## src/rtl/wb_write_arbiter_pkg.sv

```systemverilog
// Shared types and widths for the register-file writeback arbiter.
// Holds the register-zero constant and the buffered writeback entry layout.
package wb_write_arbiter_pkg;
  localparam int DATA_W = 32;
  localparam int ADDR_W = 5;
  localparam logic [ADDR_W-1:0] REG_ZERO = 5'd0;

  typedef struct packed {
    logic [ADDR_W-1:0] addr;
    logic [DATA_W-1:0] data;
  } wb_entry_t;
endpackage

```

## src/rtl/wb_write_arbiter_if.sv

```systemverilog
// Bundle of pipeline-side signals around the writeback arbiter.
// master = pipeline/testbench side, slave = arbiter side.
interface wb_write_arbiter_if
  import wb_write_arbiter_pkg::*;
#(
  parameter int FIFO_DEPTH = 4
) ();
  localparam int CNT_W = $clog2(FIFO_DEPTH) + 1;

  logic              alu_valid;
  logic [ADDR_W-1:0] alu_reg;
  logic [DATA_W-1:0] alu_data;
  logic              md_issue;
  logic [ADDR_W-1:0] md_issue_reg;
  logic              md_valid;
  logic              md_ready;
  logic [ADDR_W-1:0] md_reg;
  logic [DATA_W-1:0] md_data;
  logic [ADDR_W-1:0] read_reg1;
  logic [ADDR_W-1:0] read_reg2;
  logic              stall;
  logic              RegWrite;
  logic [ADDR_W-1:0] write_reg;
  logic [DATA_W-1:0] write_data;
  logic [CNT_W-1:0]  fifo_count;

  modport master (
    output alu_valid, alu_reg, alu_data, md_issue, md_issue_reg,
    output md_valid, md_reg, md_data, read_reg1, read_reg2,
    input  md_ready, stall, RegWrite, write_reg, write_data, fifo_count
  );

  modport slave (
    input  alu_valid, alu_reg, alu_data, md_issue, md_issue_reg,
    input  md_valid, md_reg, md_data, read_reg1, read_reg2,
    output md_ready, stall, RegWrite, write_reg, write_data, fifo_count
  );
endinterface

```

## src/rtl/wb_write_arbiter_fifo.sv

```systemverilog
// Small synchronous FIFO for multiply/divide results awaiting the write port.
// Head is read straight from the storage array so it can be popped the same cycle it is chosen.
module wb_result_fifo
  import wb_write_arbiter_pkg::*;
#(
  parameter int DEPTH = 4,
  parameter int CNT_W = $clog2(DEPTH) + 1
) (
  input  logic             clock,
  input  logic             reset,
  input  logic             push,
  input  wb_entry_t        push_entry,
  input  logic             pop,
  output logic             full,
  output logic             empty,
  output logic [CNT_W-1:0] count,
  output wb_entry_t        head
);
  localparam int PTR_W = $clog2(DEPTH);
  localparam logic [PTR_W-1:0] PTR_ONE = 1;
  localparam logic [CNT_W-1:0] CNT_ONE = 1;

  wb_entry_t        mem_reg [DEPTH];
  logic [PTR_W-1:0] wr_ptr_reg;
  logic [PTR_W-1:0] rd_ptr_reg;
  logic [CNT_W-1:0] count_reg;

  // Storage carries no reset; only pointers and occupancy define validity.
  always_ff @(posedge clock) begin
    if (push) begin
      mem_reg[wr_ptr_reg] <= push_entry;
    end
  end

  always_ff @(posedge clock) begin
    if (reset) begin
      wr_ptr_reg <= '0;
      rd_ptr_reg <= '0;
      count_reg  <= '0;
    end else begin
      if (push) wr_ptr_reg <= wr_ptr_reg + PTR_ONE;
      if (pop)  rd_ptr_reg <= rd_ptr_reg + PTR_ONE;
      case ({push, pop})
        2'b10:   count_reg <= count_reg + CNT_ONE;
        2'b01:   count_reg <= count_reg - CNT_ONE;
        default: count_reg <= count_reg;
      endcase
    end
  end

  assign full  = (count_reg == CNT_W'(DEPTH));
  assign empty = (count_reg == '0);
  assign count = count_reg;
  assign head  = mem_reg[rd_ptr_reg];
endmodule

```

## src/rtl/wb_write_arbiter.sv

```systemverilog
// Register-file write port arbiter: ALU results win, buffered mult/div results fill idle cycles.
// Also tracks registers with an outstanding mult/div result and stalls decode on them.
module wb_write_arbiter
  import wb_write_arbiter_pkg::*;
#(
  parameter int FIFO_DEPTH = 4
) (
  input logic               clock,
  input logic               reset,
  wb_write_arbiter_if.slave bus
);
  localparam int CNT_W    = $clog2(FIFO_DEPTH) + 1;
  localparam int NUM_REGS = 1 << ADDR_W;

  wb_entry_t         head;
  wb_entry_t         push_entry;
  logic              full;
  logic              empty;
  logic              accept;
  logic              pop;
  logic [CNT_W-1:0]  count;
  logic [NUM_REGS-1:0] busy;

  logic              reg_write_reg;
  logic [ADDR_W-1:0] write_reg_reg;
  logic [DATA_W-1:0] write_data_reg;

  // Ready depends only on state (and reset), never on md_valid.
  assign bus.md_ready = !reset && !full;
  assign accept       = bus.md_valid && bus.md_ready;
  assign pop          = !bus.alu_valid && !empty;
  assign push_entry   = '{addr: bus.md_reg, data: bus.md_data};

  wb_result_fifo #(
    .DEPTH (FIFO_DEPTH),
    .CNT_W (CNT_W)
  ) u_fifo (
    .clock      (clock),
    .reset      (reset),
    .push       (accept),
    .push_entry (push_entry),
    .pop        (pop),
    .full       (full),
    .empty      (empty),
    .count      (count),
    .head       (head)
  );

  always_ff @(posedge clock) begin
    if (reset) begin
      reg_write_reg  <= 1'b0;
      write_reg_reg  <= '0;
      write_data_reg <= '0;
    end else if (bus.alu_valid) begin
      reg_write_reg  <= (bus.alu_reg != REG_ZERO);
      write_reg_reg  <= bus.alu_reg;
      write_data_reg <= bus.alu_data;
    end else if (pop) begin
      reg_write_reg  <= (head.addr != REG_ZERO);
      write_reg_reg  <= head.addr;
      write_data_reg <= head.data;
    end else begin
      reg_write_reg  <= 1'b0;
    end
  end

  // Register 0 is never busy, which also masks it out of the stall check.
  assign busy[0] = 1'b0;

  generate
    for (genvar gi = 1; gi < NUM_REGS; gi++) begin : g_busy
      always_ff @(posedge clock) begin
        if (reset) begin
          busy[gi] <= 1'b0;
        end else if (bus.md_issue && bus.md_issue_reg == ADDR_W'(gi)) begin
          busy[gi] <= 1'b1;
        end else if (pop && head.addr == ADDR_W'(gi)) begin
          busy[gi] <= 1'b0;
        end
      end
    end
  endgenerate

  assign bus.stall      = busy[bus.read_reg1] || busy[bus.read_reg2];
  assign bus.RegWrite   = reg_write_reg;
  assign bus.write_reg  = write_reg_reg;
  assign bus.write_data = write_data_reg;
  assign bus.fifo_count = count;
endmodule

```

## src/flat_wrapper.sv

```systemverilog
// flat-port wrapper written by rule: the top's interface ports become plain ports
module wb_write_arbiter_flat import wb_write_arbiter_pkg::*;
#(
  parameter int FIFO_DEPTH = 4
)
  (clock, reset, bus_alu_valid, bus_alu_reg, bus_alu_data, bus_md_issue, bus_md_issue_reg, bus_md_valid, bus_md_reg, bus_md_data, bus_read_reg1, bus_read_reg2, bus_md_ready, bus_stall, bus_RegWrite, bus_write_reg, bus_write_data, bus_fifo_count);
  wb_write_arbiter_if #(.FIFO_DEPTH(FIFO_DEPTH)) bus_i ();
  input logic clock;
  input logic reset;
  input wire logic [$bits(bus_i.alu_valid)-1:0] bus_alu_valid;
  input wire logic [$bits(bus_i.alu_reg)-1:0] bus_alu_reg;
  input wire logic [$bits(bus_i.alu_data)-1:0] bus_alu_data;
  input wire logic [$bits(bus_i.md_issue)-1:0] bus_md_issue;
  input wire logic [$bits(bus_i.md_issue_reg)-1:0] bus_md_issue_reg;
  input wire logic [$bits(bus_i.md_valid)-1:0] bus_md_valid;
  input wire logic [$bits(bus_i.md_reg)-1:0] bus_md_reg;
  input wire logic [$bits(bus_i.md_data)-1:0] bus_md_data;
  input wire logic [$bits(bus_i.read_reg1)-1:0] bus_read_reg1;
  input wire logic [$bits(bus_i.read_reg2)-1:0] bus_read_reg2;
  output wire logic [$bits(bus_i.md_ready)-1:0] bus_md_ready;
  output wire logic [$bits(bus_i.stall)-1:0] bus_stall;
  output wire logic [$bits(bus_i.RegWrite)-1:0] bus_RegWrite;
  output wire logic [$bits(bus_i.write_reg)-1:0] bus_write_reg;
  output wire logic [$bits(bus_i.write_data)-1:0] bus_write_data;
  output wire logic [$bits(bus_i.fifo_count)-1:0] bus_fifo_count;
  assign bus_i.alu_valid = bus_alu_valid;
  assign bus_i.alu_reg = bus_alu_reg;
  assign bus_i.alu_data = bus_alu_data;
  assign bus_i.md_issue = bus_md_issue;
  assign bus_i.md_issue_reg = bus_md_issue_reg;
  assign bus_i.md_valid = bus_md_valid;
  assign bus_i.md_reg = bus_md_reg;
  assign bus_i.md_data = bus_md_data;
  assign bus_i.read_reg1 = bus_read_reg1;
  assign bus_i.read_reg2 = bus_read_reg2;
  assign bus_md_ready = bus_i.md_ready;
  assign bus_stall = bus_i.stall;
  assign bus_RegWrite = bus_i.RegWrite;
  assign bus_write_reg = bus_i.write_reg;
  assign bus_write_data = bus_i.write_data;
  assign bus_fifo_count = bus_i.fifo_count;
  wb_write_arbiter #(.FIFO_DEPTH(FIFO_DEPTH)) u_core (.clock(clock), .reset(reset), .bus(bus_i));
endmodule
```

## config.mk

```make
export PLATFORM = sky130hd
export DESIGN_NAME = wb_write_arbiter_flat
export DESIGN_NICKNAME = d
export VERILOG_FILES = /design/src/rtl/wb_write_arbiter_pkg.sv /design/src/rtl/wb_write_arbiter_if.sv /design/src/rtl/wb_write_arbiter_fifo.sv /design/src/rtl/wb_write_arbiter.sv /design/src/flat_wrapper.sv
export SDC_FILE = /design/constraint.sdc
export NUM_CORES = 1
export LEC_CHECK = 0
export BUFFER_PORTS_ARGS = -buffer_cell sky130_fd_sc_hd__buf_2
export CORE_MARGIN = 4
export CORE_UTILIZATION = 61
export DETAILED_ROUTE_END_ITERATION = 12
export PLACE_DENSITY_LB_ADDON = 0.08
export RECOVER_POWER = 100
export SYNTH_ARGS = -nofsm -noshare
export SYNTH_HDL_FRONTEND = slang
export SYNTH_SLANG_ARGS = --single-unit
```

## constraint.sdc

```tcl
create_clock -name clock -period 4.6 [get_ports clock]
set_input_delay 0.23 -clock clock [delete_from_list [all_inputs] [get_ports clock]]
set_output_delay 0.23 -clock clock [all_outputs]
set_load 0.02 [all_outputs]
```

Yosys cells after proc, flatten, opt, wreduce, memory -nomap -nowiden --
Memory sizes are Yosys's and may differ from the RTL's. A register that Yosys moved wholly into a read port is not among the register bits. Cells that the tools add are included.
Word-level totals: output and inout bits 43, memories 1, logic and storage cells 292, bits in registers 76, input port bits 94, memory bits (writable) 148
Memories:
- u_core.u_fifo.mem_reg | words 4, bits a word 37, read ports 1, clocked after Yosys merged registers in 1, write ports 1, line wb_write_arbiter_fifo.sv:23 | wb_entry_t mem_reg [DEPTH];
Cells by class: reduce and logical (&&, ||, !) cells 106, magnitude comparators 2, muxes and demuxes 77, $add $sub $neg 4, eq/ne operators 65
Operators with widths (number):
- $eq A5 B5 Y1 const B | 32
- $eq A5 B4 Y1 const B | 16
- $mux W1 | 68
- $reduce_bool A2 Y1 | 33
- $logic_and A1 B1 Y1 | 65
- $mux W32 | 2
- $eq A5 B3 Y1 const B | 8
- $eq A5 B2 Y1 const B | 4
- $lt A5 B6 Y1 const B | 2
- $bmux W1 S5 | 2
- $eq A5 B1 Y1 const B | 2
- $mux W5 | 2
- $reduce_bool A5 Y1 | 2
- $pmux W3 S2 | 1
- $add A2 B1 Y2 const B | 2
- $logic_not A1 Y1 | 4
- $mux W2 | 2
- $add A3 B1 Y3 const B | 1
- $eq A3 B3 Y1 const B | 1
- $logic_not A3 Y1 | 1
- $sub A3 B1 Y3 const B | 1
- $eq A2 B1 Y1 const B | 1
- $eq A2 B2 Y1 const B | 1
- $logic_or A1 B1 Y1 | 1

Longest topological paths before layout --
depth in word-level cells 6, mapped depth 10, gate-level depth less buffers 10

Cells and area by module --
Synthesis repeated with hierarchy kept, for this count alone.
Unflattened totals: cell total of the unflattened synthesis 673, area, all modules 9394.0 sq um
Modules (own cells, without submodules):
- wb_result_fifo | area an instance 5829.3 sq um, cells each 240, times used 1, seq. area each 4624.4 sq um
- wb_write_arbiter | area an instance 3564.7 sq um, cells each 433, times used 1, seq. area each 1381.3 sq um

Worst setup path after synthesis --
Ideal clock, no wire load.
path type register -> register, start point register u_core.u_fifo.count_reg[0], in the netlist u_core.u_fifo.count[0], end point memory u_core.u_fifo.mem_reg[0][0] (netlist bit), enable pin, cell stages (with the launch flop) 4, period minus slack after synthesis 2.618 ns, slack 1.982 ns, data arrival time 2.220 ns, path buffers 0, required time 4.202 ns, setup time 0.398 ns, cell sequence dfxtp_1 > inv_1 > a31oi_1 > and3_1
On the way: cells in the longest elaborated chain, start to end 6
Ends and longest elaborated chain:
- start, declared | line wb_write_arbiter_fifo.sv:26 | logic [CNT_W-1:0] count_reg;
- start signal, assigned | line wb_write_arbiter_fifo.sv:44 | 2'b10: count_reg <= count_reg + CNT_ONE;
- start signal, assigned | line wb_write_arbiter_fifo.sv:45 | 2'b01: count_reg <= count_reg - CNT_ONE;
- start signal, assigned | line wb_write_arbiter_fifo.sv:46 | default: count_reg <= count_reg;
- $eq A3 B3 Y1 | line wb_write_arbiter_fifo.sv:51 | assign full = (count_reg == CNT_W'(DEPTH));
- $logic_not A1 Y1 | line wb_write_arbiter.sv:29 | assign bus.md_ready = !reset && !full;
- $logic_and A1 B1 Y1 | line wb_write_arbiter.sv:29
- via bus_md_ready | line flat_wrapper.sv:20 | output wire logic [$bits(bus_i.md_ready)-1:0] bus_md_ready;
- $logic_and A1 B1 Y1 | line wb_write_arbiter.sv:30 | assign accept = bus.md_valid && bus.md_ready;
- $mux W1 | line wb_write_arbiter_fifo.sv:30 | if (push) begin
- $mux W1 (implied by the code) | line wb_write_arbiter_fifo.sv:31 | mem_reg[wr_ptr_reg] <= push_entry;
- end, declared | line wb_write_arbiter_fifo.sv:23
The timed path passes the listed nets, and every way through them passes these cells.

==> out/qor.txt <==
RePlAce Congestion = 0.8963
Initial DRC count = 450
Die height = 131.4 um
Total grt overflow = 0
Post-synth top area share = 47.88%
P per Cell Area = 484.0 nW/um^2
Initial antenna violation count = 0
Placeable Area = 14,700 um^2
# H-tree levels = 1
# fillers = 923
Drt total wl = 20,970 um
F_max = 0.3048 GHz
Total setup buffers inserted after CTS = 0
Leakage power = 4.040 nW
Number of cells after detailed placement = 952
Nets = 964
Post-Syn Area per Cell = 13.92 um^2
Pre-Repair DR Iteration Count = 5
Syn_nets = 767
Clk slew on worst S/H paths = 0.06 ns
Vias = 6,260
CP Data Arrival Time = 3.62 ns
Detailed Place HPWL = 12,500 um
Element type at the critical path end = flop
Sequential share of power = 44.2%
Pwr Total = 0.005491 W
P_sw = 0.001595 W
Non-filler cells, final = 1,064
Max clock buf depth = 3
Die area = 17,250 um^2
Mapped cell area = 9281 um^2
Root buf cell = clkbuf_16
CTS Buf Count = 23
Worst path required time = 4.94 ns
Status = finished with violations
Clock sink count = 226
Final setup TNS = 0 ns
Clk_skew = 0.006879 ns
CP Max Fanout = 19
RSZ-0062 raised after global routing = no
Max-Cap Viols = 4
Dominant synthesized flop cell = edfxtp_1
Global-route wire length before repair = 33,710 um
Final hold vios = 0
Slew @ Worst Pin = 2.001 ns
Dominant cell type by area after synthesis = edfxtp_1
Via/cell ratio = 5.883
Post-DRT Antenna Nets = 0
Max_slew headroom = -33.39%
Crit start category = flop
I/O pins = 137
Hold WC Path Type = in -> reg
Switching Share = 29.05%
Synth Register Bits = 226
Asr flop ratio synth = 0%
Drt drc = 0
Slew Limit Fails = 152
Tot GR Track Use = 24.29%
Setup CP Type = reg -> reg
Die Wd = 131.4 um
Tmin final = 3.281 ns
Vias in the first global route = 6,526
EDFF count, synth = 148
Layout cells sized above 1 = 16.59%
Register area share after synthesis = 64.71%
Setup violators final = 0
CTS tree = built
Failing checks = capacitance limit, slew limit
Logic pwr share = 25.4%
Fin crit share = 71.33%
Synth cell types = 40
Cells after Synth = 667
Synth top area cells = edfxtp_1 (48%), dfxtp_1 (17%), mux4_2 (12%), mux2i_1 (4.5%), a21oi_1 (4.0%)
Antenna diodes = 0
Area grow syn2layout = 22.23%
Worst IR drop on VDD = 0.0003256 V
Clock latency on the worst-skew pair = 0.49 ns
Avg WL per Cell = 19.71 um
Count of input and output buffers = 136
Max FFs per register = 148
Starting Density = 63.14%
Yosys warns = 0
Clock share of power = 30.4%
Cell row count = 44
P_int = 0.003896 W
Largest net degree at the start of global routing = 78
[critical path: stages (launching register included)]
cell	delay, ns
dfxtp_1	1.14
clkbuf_1	0.64
mux4_2	0.64
nand2b_1	0.35
o21ai_0	0.26
a21oi_1	0.09
[Yosys cell counts, types with 2 or more instances]
cell type and instances:
o21ai_0 25, nand2b_1 4, a21oi_1 75, mux4_2 50, ha_1 5, mux2i_1 42, nor2b_1 5, o211ai_1 5
edfxtp_1 148, nor2_1 89, nand3_1 10, mux2_2 3, dfxtp_1 78, and3_1 6, inv_1 8, o31ai_1 2
nand4b_1 3, nor3_1 3, xnor2_1 2, nor3b_1 2, a31oi_1 3, or3_1 2, clkbuf_1 32, buf_2 7
xor2_1 3, nand2_1 34, o21ai_1 8
[per-layer routing]
| layer | wire length (um) | vias up | global-route usage, % |
|---|---|---|---|
| met5 | 0 | - | 0 |
| met3 | 1260 | 43 | 4.205 |
| li1 | - | 2911 | - |
| met2 | 10710 | 218 | 42.83 |
| met4 | 567 | 0 | 8.051 |
| met1 | 8435 | 3088 | 30.91 |
[layout by cell type, fill, tap and decap left out, types with 4 or more instances in the layout]
master,count
edfxtp_1,148
clkbuf_1,90
nor2_1,89
dfxtp_1,77
a21oi_1,75
dlygate4sd3_1,71
buf_2,56
mux4_2,50
mux2i_1,42
nand2_1,34
o21ai_0,33
clkbuf_16,23
nand3_1,10
inv_1,8
and3_1,6
o211ai_1,5
nor2b_1,5
ha_1,5
buf_4,5
nand2b_1,4
clkinv_1,4
[power groups by stage]
| stage | clock, W | combinational, W | sequential, W |
|---|---|---|---|
| final | 0.00167 | 0.00139 | 0.00243 |
| after global routing | 0.00179 | 0.00151 | 0.00245 |
| after CTS | 0.00168 | 0.00141 | 0.00243 |
| after detailed placement | 0 | 0.00135 | 0.00247 |
| after global placement | 0 | 0.00131 | 0.00246 |
| after floorplan | 0 | 0.000994 | 0.00248 |
[worst paths after layout]
kind | start | to | cells after the start | slack [ns]
worst max-delay path | flop | u_core.busy[14] | 5 | 1.32
worst min-delay path | bus_alu_reg[0] | u_core.bus.write_reg[0] | 3 | 0.01
worst max register to register | flop | u_core.busy[14] | 5 | 1.32
worst min register to register | u_core.busy[15] | u_core.busy[15] | 2 | 0.50
[per-stage QoR]
stage	hold WS (ns)	setup slack, ns	instance area [um^2]	utilization (%)
3_5_place_dp	0.4438	1.909	10080	68.57
5_1_grt	0.02390	0.9041	11340	77.18
2_1_floorplan	0.3289	1.982	9281	-
6_report	0.01249	1.319	11340	77.18
3_3_place_gp	0.4400	1.947	10080	68.57
4_1_cts	0.002896	1.886	11460	77.96
[cell type report]
cell class | instances | area, um^2 | share of cell area, %
sequential | 226 | 6007 | 52.95
inverter | 8 | 30.03 | 0.2647
multi-input combinational | 392 | 3075 | 27.11
clock buffer | 35 | 644.4 | 5.680
timing repair buffer | 213 | 1333 | 11.75
tap | 184 | 230.2 | 2.029
clock inverter | 6 | 25.02 | 0.2206
[timing repair]
item	4_1_cts	5_1_grt
hold buffers	71	0
hold endpoints to repair	182	0
resized for setup	0	0
[logic make-up (layout without fill, tap and decap cells)]
| family | count (synthesis) | count (layout) | share of synthesized area, % |
|---|---|---|---|
| multiplexers | 95 | 95 | 17.03 |
| adder cells (fa/ha/maj) | 6 | 6 | 0.8897 |
| flip-flops | 226 | 226 | 64.71 |
| buffers and inverters | 49 | 262 | 2.157 |
| AO/OA/AOI/OAI | 119 | 119 | 6.686 |
| XOR/XNOR | 5 | 5 | 0.4719 |
| AND/OR/NAND/NOR | 167 | 167 | 8.062 |
Power figures use the tool's default switching activity.
